## config.mk

```make
export PLATFORM = sky130hd
export DESIGN_NAME = issue_fifo
export DESIGN_NICKNAME = d
export VERILOG_FILES = /design/src/rtl/issue_fifo.sv
export SDC_FILE = /design/constraint.sdc
export NUM_CORES = 1
export LEC_CHECK = 0
export ABC_AREA = 1
export CAP_MARGIN = 20
export CORE_MARGIN = 4
export CORE_UTILIZATION = 40
export CTS_BUF_LIST = sky130_fd_sc_hd__clkbuf_8
export CTS_CLUSTER_DIAMETER = 200
export DETAILED_ROUTE_END_ITERATION = 6
export MAX_ROUTING_LAYER = met4
export PLACE_DENSITY = 0.68
export SLEW_MARGIN = 20
export SYNTH_ARGS = -nofsm -noshare
export SYNTH_HDL_FRONTEND = slang
export SYNTH_SLANG_ARGS = --single-unit
```

## constraint.sdc

```tcl
create_clock -name clk -period 6.6 [get_ports clk]
set_input_delay 0.99 -clock clk [delete_from_list [all_inputs] [get_ports clk]]
set_output_delay 0.99 -clock clk [all_outputs]
set_load 0.1 [all_outputs]
```

## src/rtl/issue_fifo.sv

```systemverilog
// issue_fifo: in-order issue queue between decode/dispatch and register-read.
// Circular buffer of DEPTH x WIDTH entries with a show-ahead output (oldest entry on dout),
// occupancy flags for fetch stalling and a flush input for redirect squashes.
// Optional build macro ISSUE_FIFO_BYPASS_EN: when the queue is empty, a pushed entry is
// presented on dout in the same cycle and, if popped in that cycle, never written.

module issue_fifo #(
    parameter int unsigned WIDTH        = 32,
    parameter int unsigned DEPTH        = 4,
    parameter int unsigned AFULL_THRESH = DEPTH - 1
) (
    input  logic                       clk,
    input  logic                       rst,
    input  logic                       flush,
    input  logic                       push_front,
    input  logic [WIDTH-1:0]           din,
    input  logic                       pop_back,
    output logic [WIDTH-1:0]           dout,
    output logic                       ready,
    output logic                       empty,
    output logic                       full,
    output logic                       almost_full,
    output logic [$clog2(DEPTH):0]     count
);

    localparam int unsigned PtrW = $clog2(DEPTH);
    localparam int unsigned CntW = PtrW + 1;

    logic [WIDTH-1:0] mem_q [DEPTH];
    logic [PtrW-1:0]  head_q, head_d;
    logic [PtrW-1:0]  tail_q, tail_d;
    logic [CntW-1:0]  count_q, count_d;

    logic push_acc;
    logic pop_acc;
    logic bypass_take;
    logic wr_en;

    // Flags come from registered occupancy only.
    always_comb begin
        empty       = (count_q == '0);
        full        = (count_q == CntW'(DEPTH));
        almost_full = (count_q >= CntW'(AFULL_THRESH));
        count       = count_q;
    end

    // Accept decisions; a push into a full queue only succeeds alongside a pop.
    always_comb begin
        push_acc    = push_front & (~full | pop_back);
        pop_acc     = pop_back & ~empty;
`ifdef ISSUE_FIFO_BYPASS_EN
        // Empty queue, push and pop together: entry flows straight through, nothing stored.
        bypass_take = empty & push_front & pop_back & ~flush;
`else
        bypass_take = 1'b0;
`endif
        wr_en       = push_acc & ~bypass_take & ~flush;
    end

    // Next-state for pointers and occupancy; flush squashes everything.
    always_comb begin
        head_d  = head_q;
        tail_d  = tail_q;
        count_d = count_q;
        if (flush) begin
            head_d  = '0;
            tail_d  = '0;
            count_d = '0;
        end else if (!bypass_take) begin
            if (push_acc) begin
                tail_d = tail_q + PtrW'(1);
            end
            if (pop_acc) begin
                head_d = head_q + PtrW'(1);
            end
            if (push_acc && !pop_acc) begin
                count_d = count_q + CntW'(1);
            end else if (pop_acc && !push_acc) begin
                count_d = count_q - CntW'(1);
            end
        end
    end

    // Pointer and occupancy registers with synchronous reset.
    always_ff @(posedge clk) begin
        if (rst) begin
            head_q  <= '0;
            tail_q  <= '0;
            count_q <= '0;
        end else begin
            head_q  <= head_d;
            tail_q  <= tail_d;
            count_q <= count_d;
        end
    end

    // Entry storage; deliberately not reset since contents are qualified by count.
    always_ff @(posedge clk) begin
        if (wr_en) begin
            mem_q[tail_q] <= din;
        end
    end

    // Show-ahead output: oldest entry, or zero when nothing is valid.
    always_comb begin
        dout  = empty ? '0 : mem_q[head_q];
        ready = ~empty;
`ifdef ISSUE_FIFO_BYPASS_EN
        if (empty && push_front && !flush) begin
            dout  = din;
            ready = 1'b1;
        end
`endif
    end

endmodule

```

==> out/results.ini, run 1 <==
[setup_path]
crit_family = buffers and inverters
crit_required_ns = 5.61
crit_type = reg2out
crit_path_end_kind = primary output
path_cells = nor2_1 -> nand2_2 -> inv_1 -> buf_4 -> clkdlybuf4s50_1
critPathMaxStageDelay_ns = 1.19
cp_num_buf_inv = 3
cp_max_fo = 19
cp_slowest_cell = clkdlybuf4s50_1
critPathArrivalTime_ns = 3.17
critPathLaunchType = register

[layout]
area_delta_synth_final_pct = 24.5
n_antenna_cell = 0
mostFrequentLayoutCell = nor2_1
nFillCells = 1133
nets = 573
drive_gt1_share_pct = 9.76
layout_common_cells = nor2_1, edfxtp_1, clkdlybuf4s50_1

[run]
max-cap-violations = 0

[timing]
tns_ns = 0
worst_clock_skew_ns = 0.0111
setup_ws_ns = 2.44
period_minus_slack_ns = 4.16
timing.final.crit_share_pct = 63.1
rsz0062_at_grt = false
max_freq_mhz = 240
finalHoldViolCount = 0
slew_headroom_pct = 27.6
slew_viol_final = 0
worst_pin_slew_ns = 1.08
setup_violations = 0

[power_and_ir_drop]
ir_drop_mv = 0.201
power.leakage_nw = 2.34
pwr_density_cell_nw_per_um2 = 311

[synthesis]
yosys_register_bits = 137
yosysWarnings = 0
mappedNetlistArea_um2 = 5530
synth_cells = 454
ys_seq_area_share_pct = 72.8
syn_area_per_cell_um2 = 12.2
synth.distinct_cells = 18
syn-num-nets = 497

[status]
status = completed

[detailed_routing]
viasPerCell = 4.91
first_iter_violations = 212
drt-pass1-iter-count = 5
postRouteAntennaNets = 0
drcViolationCount = 0
wl_per_cell_um = 15.8
vias = 3527
wl_mm = 11.4

[cts]
clockRootBuffer = clkbuf_8
cts-hold-fix-buffers = 0
cts_setup_buffers = 0
cts_resized = 0
htreeDepth = 4
cts_num_sinks = 137
numCtsBuffers = 17
clk_path_buf_depth = 2
clkLatencyLatePin_ns = 0.42
clk_pin_slew_ns = 0.08
cts_tree = done

[placed_design]
hpwl_mm = 6.57
dp_slack_ns = 2.88
place_congestion = 0.735
io_buffers = 75

[grt]
grt_max_degree = 65
overflow = 0
grt_pass1_wl_mm = 18.2
grt_pass1_vias = 3626
antenna_found_initial = 0
grtUsageTotal_pct = 15.3

[floorplanning]
die_x_um = 126
fp.dieH_um = 126
row_count = 42
die_area_um2 = 15800
design.core.area_um2 = 13400
ios = 76
initial_core_util_pct = 41.2

[worst_hold_path]
hold_path.class = reg2reg

## per-layer routing
metal  global-route usage [%]  vias to the layer above  share of wire [%]  wire (um)
li1                         -                     1733                  -          -
met1                     17.5                     1702                 42       4790
met2                     25.9                       81                 53       6060
met3                     3.67                       11                3.7        416
met4                     6.06                        0               0.98        112
met5                        -                        -                  0          0
## where the power goes
| group | leakage (nW) | total [mW] | internal, mW | switching, mW |
|---|---|---|---|---|
| logic | 0.873 | 0.403 | 0.0929 | 0.310 |
| registers | 1.24 | 0.975 | 0.968 | 0.00664 |
| clock network | 0.230 | 0.765 | 0.451 | 0.313 |
| total | 2.34 | 2.14 | 1.51 | 0.630 |
## kinds of logic after synthesis
family | after synthesis | synth area share (%)
compound gates | 104 | 9.96
fa+ha+maj | 6 | 1.49
buf+inv | 43 | 4.39
flops | 137 | 72.8
simple gates | 164 | 11.3
## sequential cells by signal, summed over array words and instances, names as in the netlist, named ones only
register,flops
tail_q,2
head_q,2
mem_q,128
count,3
## worst min-delay path: stages (launching register included)
cell	delay (ns)
dfxtp_1	0.33
nand2_1	0.06
a21oi_1	0.07
## synth_stat cells, drive strengths merged
| library cell | number | area [um^2] |
|---|---|---|
| nor2 | 138 | 518 |
| edfxtp | 128 | 3840 |
| o21ai | 65 | 325 |
| a21oi | 39 | 225 |
| inv | 20 | 75.1 |
| nand2 | 19 | 73.8 |
| buf | 15 | 138 |
| dfxtp | 9 | 180 |
| clkbuf | 8 | 30.0 |
| nand3 | 6 | 30.0 |
| ha | 5 | 62.6 |
| fa | 1 | 20.0 |
| nor3 | 1 | 5.00 |
## through the flow
step	total power [mW]	instance area [um^2]	hold WS [ns]	instances	utilization (%)
detailed placement	1.40	6380	0.499	685	47.6
CTS	2.16	6840	0.505	717	51.1
global route	2.22	6880	0.526	719	51.4
finish	2.14	6880	0.510	719	51.4
global placement	1.39	6380	0.486	685	47.6
floorplan	1.29	5530	0.465	454	-
## final cells by class
| cell class | count | area, um^2 | area share [%] |
|---|---|---|---|
| Inverter | 20 | 75.1 | 1.09 |
| Tap cell | 176 | 220 | 3.20 |
| Clock inverter | 15 | 225 | 3.27 |
| Clock buffer | 17 | 234 | 3.40 |
| Sequential cell | 137 | 4030 | 58.5 |
| Timing Repair Buffer | 80 | 813 | 11.8 |
| Multi-Input combinational cell | 274 | 1290 | 18.7 |
## final timing paths
path	from	end	slack, ns	cells after the start
worst max-delay path	count[0]	empty	2.44	5
worst min-delay path	head_q[1]	register	0.51	2
worst max register to register	count[0]	mem_q[3][4]	4.22	6
worst min register to register	head_q[1]	register	0.51	2
(Power assumes the default switching activity.)
==> inputs of run 2 (changes only) <==
--- a/config.mk
+++ b/config.mk
@@ -13,7 +13,7 @@
 export CTS_CLUSTER_DIAMETER = 200
 export DETAILED_ROUTE_END_ITERATION = 6
 export MAX_ROUTING_LAYER = met4
-export PLACE_DENSITY = 0.68
+export PLACE_DENSITY = 0.71
 export SLEW_MARGIN = 20
 export SYNTH_ARGS = -nofsm -noshare
 export SYNTH_HDL_FRONTEND = slang
==> constraint.sdc (replaced) <==
create_clock -name clk -period 3.7 [get_ports clk]
set_input_delay 0.555 -clock clk [delete_from_list [all_inputs] [get_ports clk]]
set_output_delay 0.555 -clock clk [all_outputs]
set_load 0.1 [all_outputs]
==> run 2 against run 1 <==
Clock power is 48% higher. Worst hold slack worse by 0.0016 ns. Power is 72% higher. Final area is 3.2% higher. Sequential power is 78% higher. Register-to-register slack worse by 2.6 ns.
==> out/results.ini, run 2 (synthesis results as in run 1) <==
[detailed_routing]
drcViolationCount = 0  ; unchanged
first_iter_violations = 238  ; +12%
viasPerCell = 4.91  ; about the same
drt-pass1-iter-count = 4  ; -1
vias = 3534  ; +0.20%
wl_per_cell_um = 15.8  ; -0.12%
postRouteAntennaNets = 0  ; unchanged
wl_mm = 11.4  ; about the same

[cts]
clockRootBuffer = clkbuf_8
cts_tree = done
cts_setup_buffers = 0  ; unchanged
clkLatencyLatePin_ns = 0.42  ; about the same
clk_pin_slew_ns = 0.07  ; about the same
htreeDepth = 4  ; unchanged
clk_path_buf_depth = 2  ; unchanged
cts_resized = 0  ; unchanged
cts_num_sinks = 137  ; unchanged
numCtsBuffers = 17  ; unchanged
cts-hold-fix-buffers = 0  ; unchanged

[power_and_ir_drop]
pwr_density_cell_nw_per_um2 = 520  ; +67%
p_seq_share_pct = 47.1  ; +1.6 points
switching_share_pct = 30.6  ; +1.2 points
switching_power_mw = 1.13  ; +79%
power.leakage_nw = 2.44  ; +4.5%
internal-power_mw = 2.57  ; +70%
ir_drop_mv = 0.321  ; +60%
p_clk_share_pct = 30.5  ; -5.2 points
pwr-share-comb_pct = 22.5  ; +3.7 points

[timing]
max_freq_mhz = 317
worst_clock_skew_ns = 0.00739  ; -0.00375 ns
slew_headroom_pct = 30.7  ; +3.1 points
setup_violations = 0  ; unchanged
setup_ws_ns = 0.545  ; -1.89 ns
period_minus_slack_ns = 3.15
worst_pin_slew_ns = 1.04  ; -0.0452 ns
finalHoldViolCount = 0  ; unchanged
rsz0062_at_grt = false
tns_ns = 0  ; unchanged
timing.final.crit_share_pct = 85.3
slew_viol_final = 0  ; unchanged

[floorplanning]
row_count = 42  ; unchanged
initial_core_util_pct = 41.2  ; unchanged
fp.dieH_um = 126  ; unchanged
design.core.area_um2 = 13400  ; unchanged
die_x_um = 126  ; unchanged
die_area_um2 = 15800  ; unchanged
ios = 76  ; unchanged

[grt]
antenna_found_initial = 0  ; unchanged
grt_pass1_vias = 3653  ; +0.74%
overflow = 0  ; unchanged
grt_pass1_wl_mm = 18.4  ; +1.3%
grt_max_degree = 65  ; unchanged
grtUsageTotal_pct = 15.3  ; +0.082 points

[layout]
drive_gt1_share_pct = 15.8  ; +6.0 points
max_flop_register = mem_q
layout_common_cells = nor2_1, edfxtp_1, clkdlybuf4s50_1
area_delta_synth_final_pct = 28.5
largest_reg_flops = 128  ; unchanged
nets = 575  ; +0.35%
mostFrequentLayoutCell = nor2_1
n_antenna_cell = 0  ; unchanged

[placed_design]
io_buffers = 75  ; unchanged
place_congestion = 0.728  ; -0.86%
dp_slack_ns = 1.02  ; -1.85 ns
hpwl_mm = 6.78  ; +3.2%

[worst_hold_path]
hold_path.class = reg2reg

[setup_path]
cp_max_fo = 22  ; +3
critPathArrivalTime_ns = 2.60  ; -0.57 ns
crit_path_end_kind = primary output
crit_type = reg2out
critPathLaunchType = register
crit_required_ns = 3.14  ; -2.47 ns

[status]
status = completed

[run]
max-cap-violations = 0  ; unchanged

run 2: cell count changes in the layout (fill, tap and decap cells not counted):
cell	previous run	this run
clkinvlp_4	1	4
a21oi_1	31	30
dfxtp_1	8	7
clkinv_4	5	2
clkdlybuf4s50_1	75	42
inv_6	1	0
bufinv_16	5	2
buf_4	3	8
a21oi_2	8	9
dfxtp_2	1	2
buf_12	2	32
clkinv_1	0	3
run 2: per-stage QoR:
step	instance area, um^2	utilization [%]	hold WS, ns	std cells	total power, mW
after global placement	6740	50.3	0.477	689	2.60
after floorplan	5530	-	0.465	454	2.31
after global routing	7100	53.0	0.537	720	3.83
final	7100	53.0	0.508	720	3.69
after CTS	7100	53.0	0.511	720	3.73
after detailed placement	6740	50.3	0.500	689	2.61
run 2: worst paths after layout:
| path | from | end | slack [ns] | cells past startpoint |
|---|---|---|---|---|
| worst min register to register | head_q[0] | register | 0.51 | 2 |
| worst max-delay path | count[0] | empty | 0.55 | 5 |
| worst min-delay path | head_q[0] | register | 0.51 | 2 |
| worst max register to register | count[0] | mem_q[3][4] | 1.63 | 7 |
run 2: cell type report:
type | instances | area, um^2
inverter | 20 | 75.1
fill | 1136 | 6300
timing repair buffer | 82 | 1120
sequential | 137 | 4030
multi-input combinational | 274 | 1290
tap | 176 | 220
clock inverter | 14 | 134
clock buffer | 17 | 234
run 2: per-layer routing:
metal	part of all wire, %	vias up	wire length [um]	global-route usage, %
met2	50	93	5750	25.0
li1	-	1731	-	-
met5	0	-	0	-
met3	4.2	12	483	4.18
met1	44	1698	5020	18.6
met4	1.1	0	127	4.91
run 2: power by group through the flow:
stage / registers (mW) / logic [mW] / clock network, mW
floorplan: 1.79 / 0.513 / 0
global placement: 1.77 / 0.827 / 0
detailed placement: 1.77 / 0.834 / 0
CTS: 1.74 / 0.836 / 1.15
global route: 1.74 / 0.869 / 1.22
finish: 1.74 / 0.830 / 1.13
run 2: critical path, stage by stage (launching register included):
cell and delay, ns:
dfxtp_1 0.39, nor2_1 0.19, nand2_2 0.12, inv_1 0.77, buf_4 0.37, buf_4 0.32
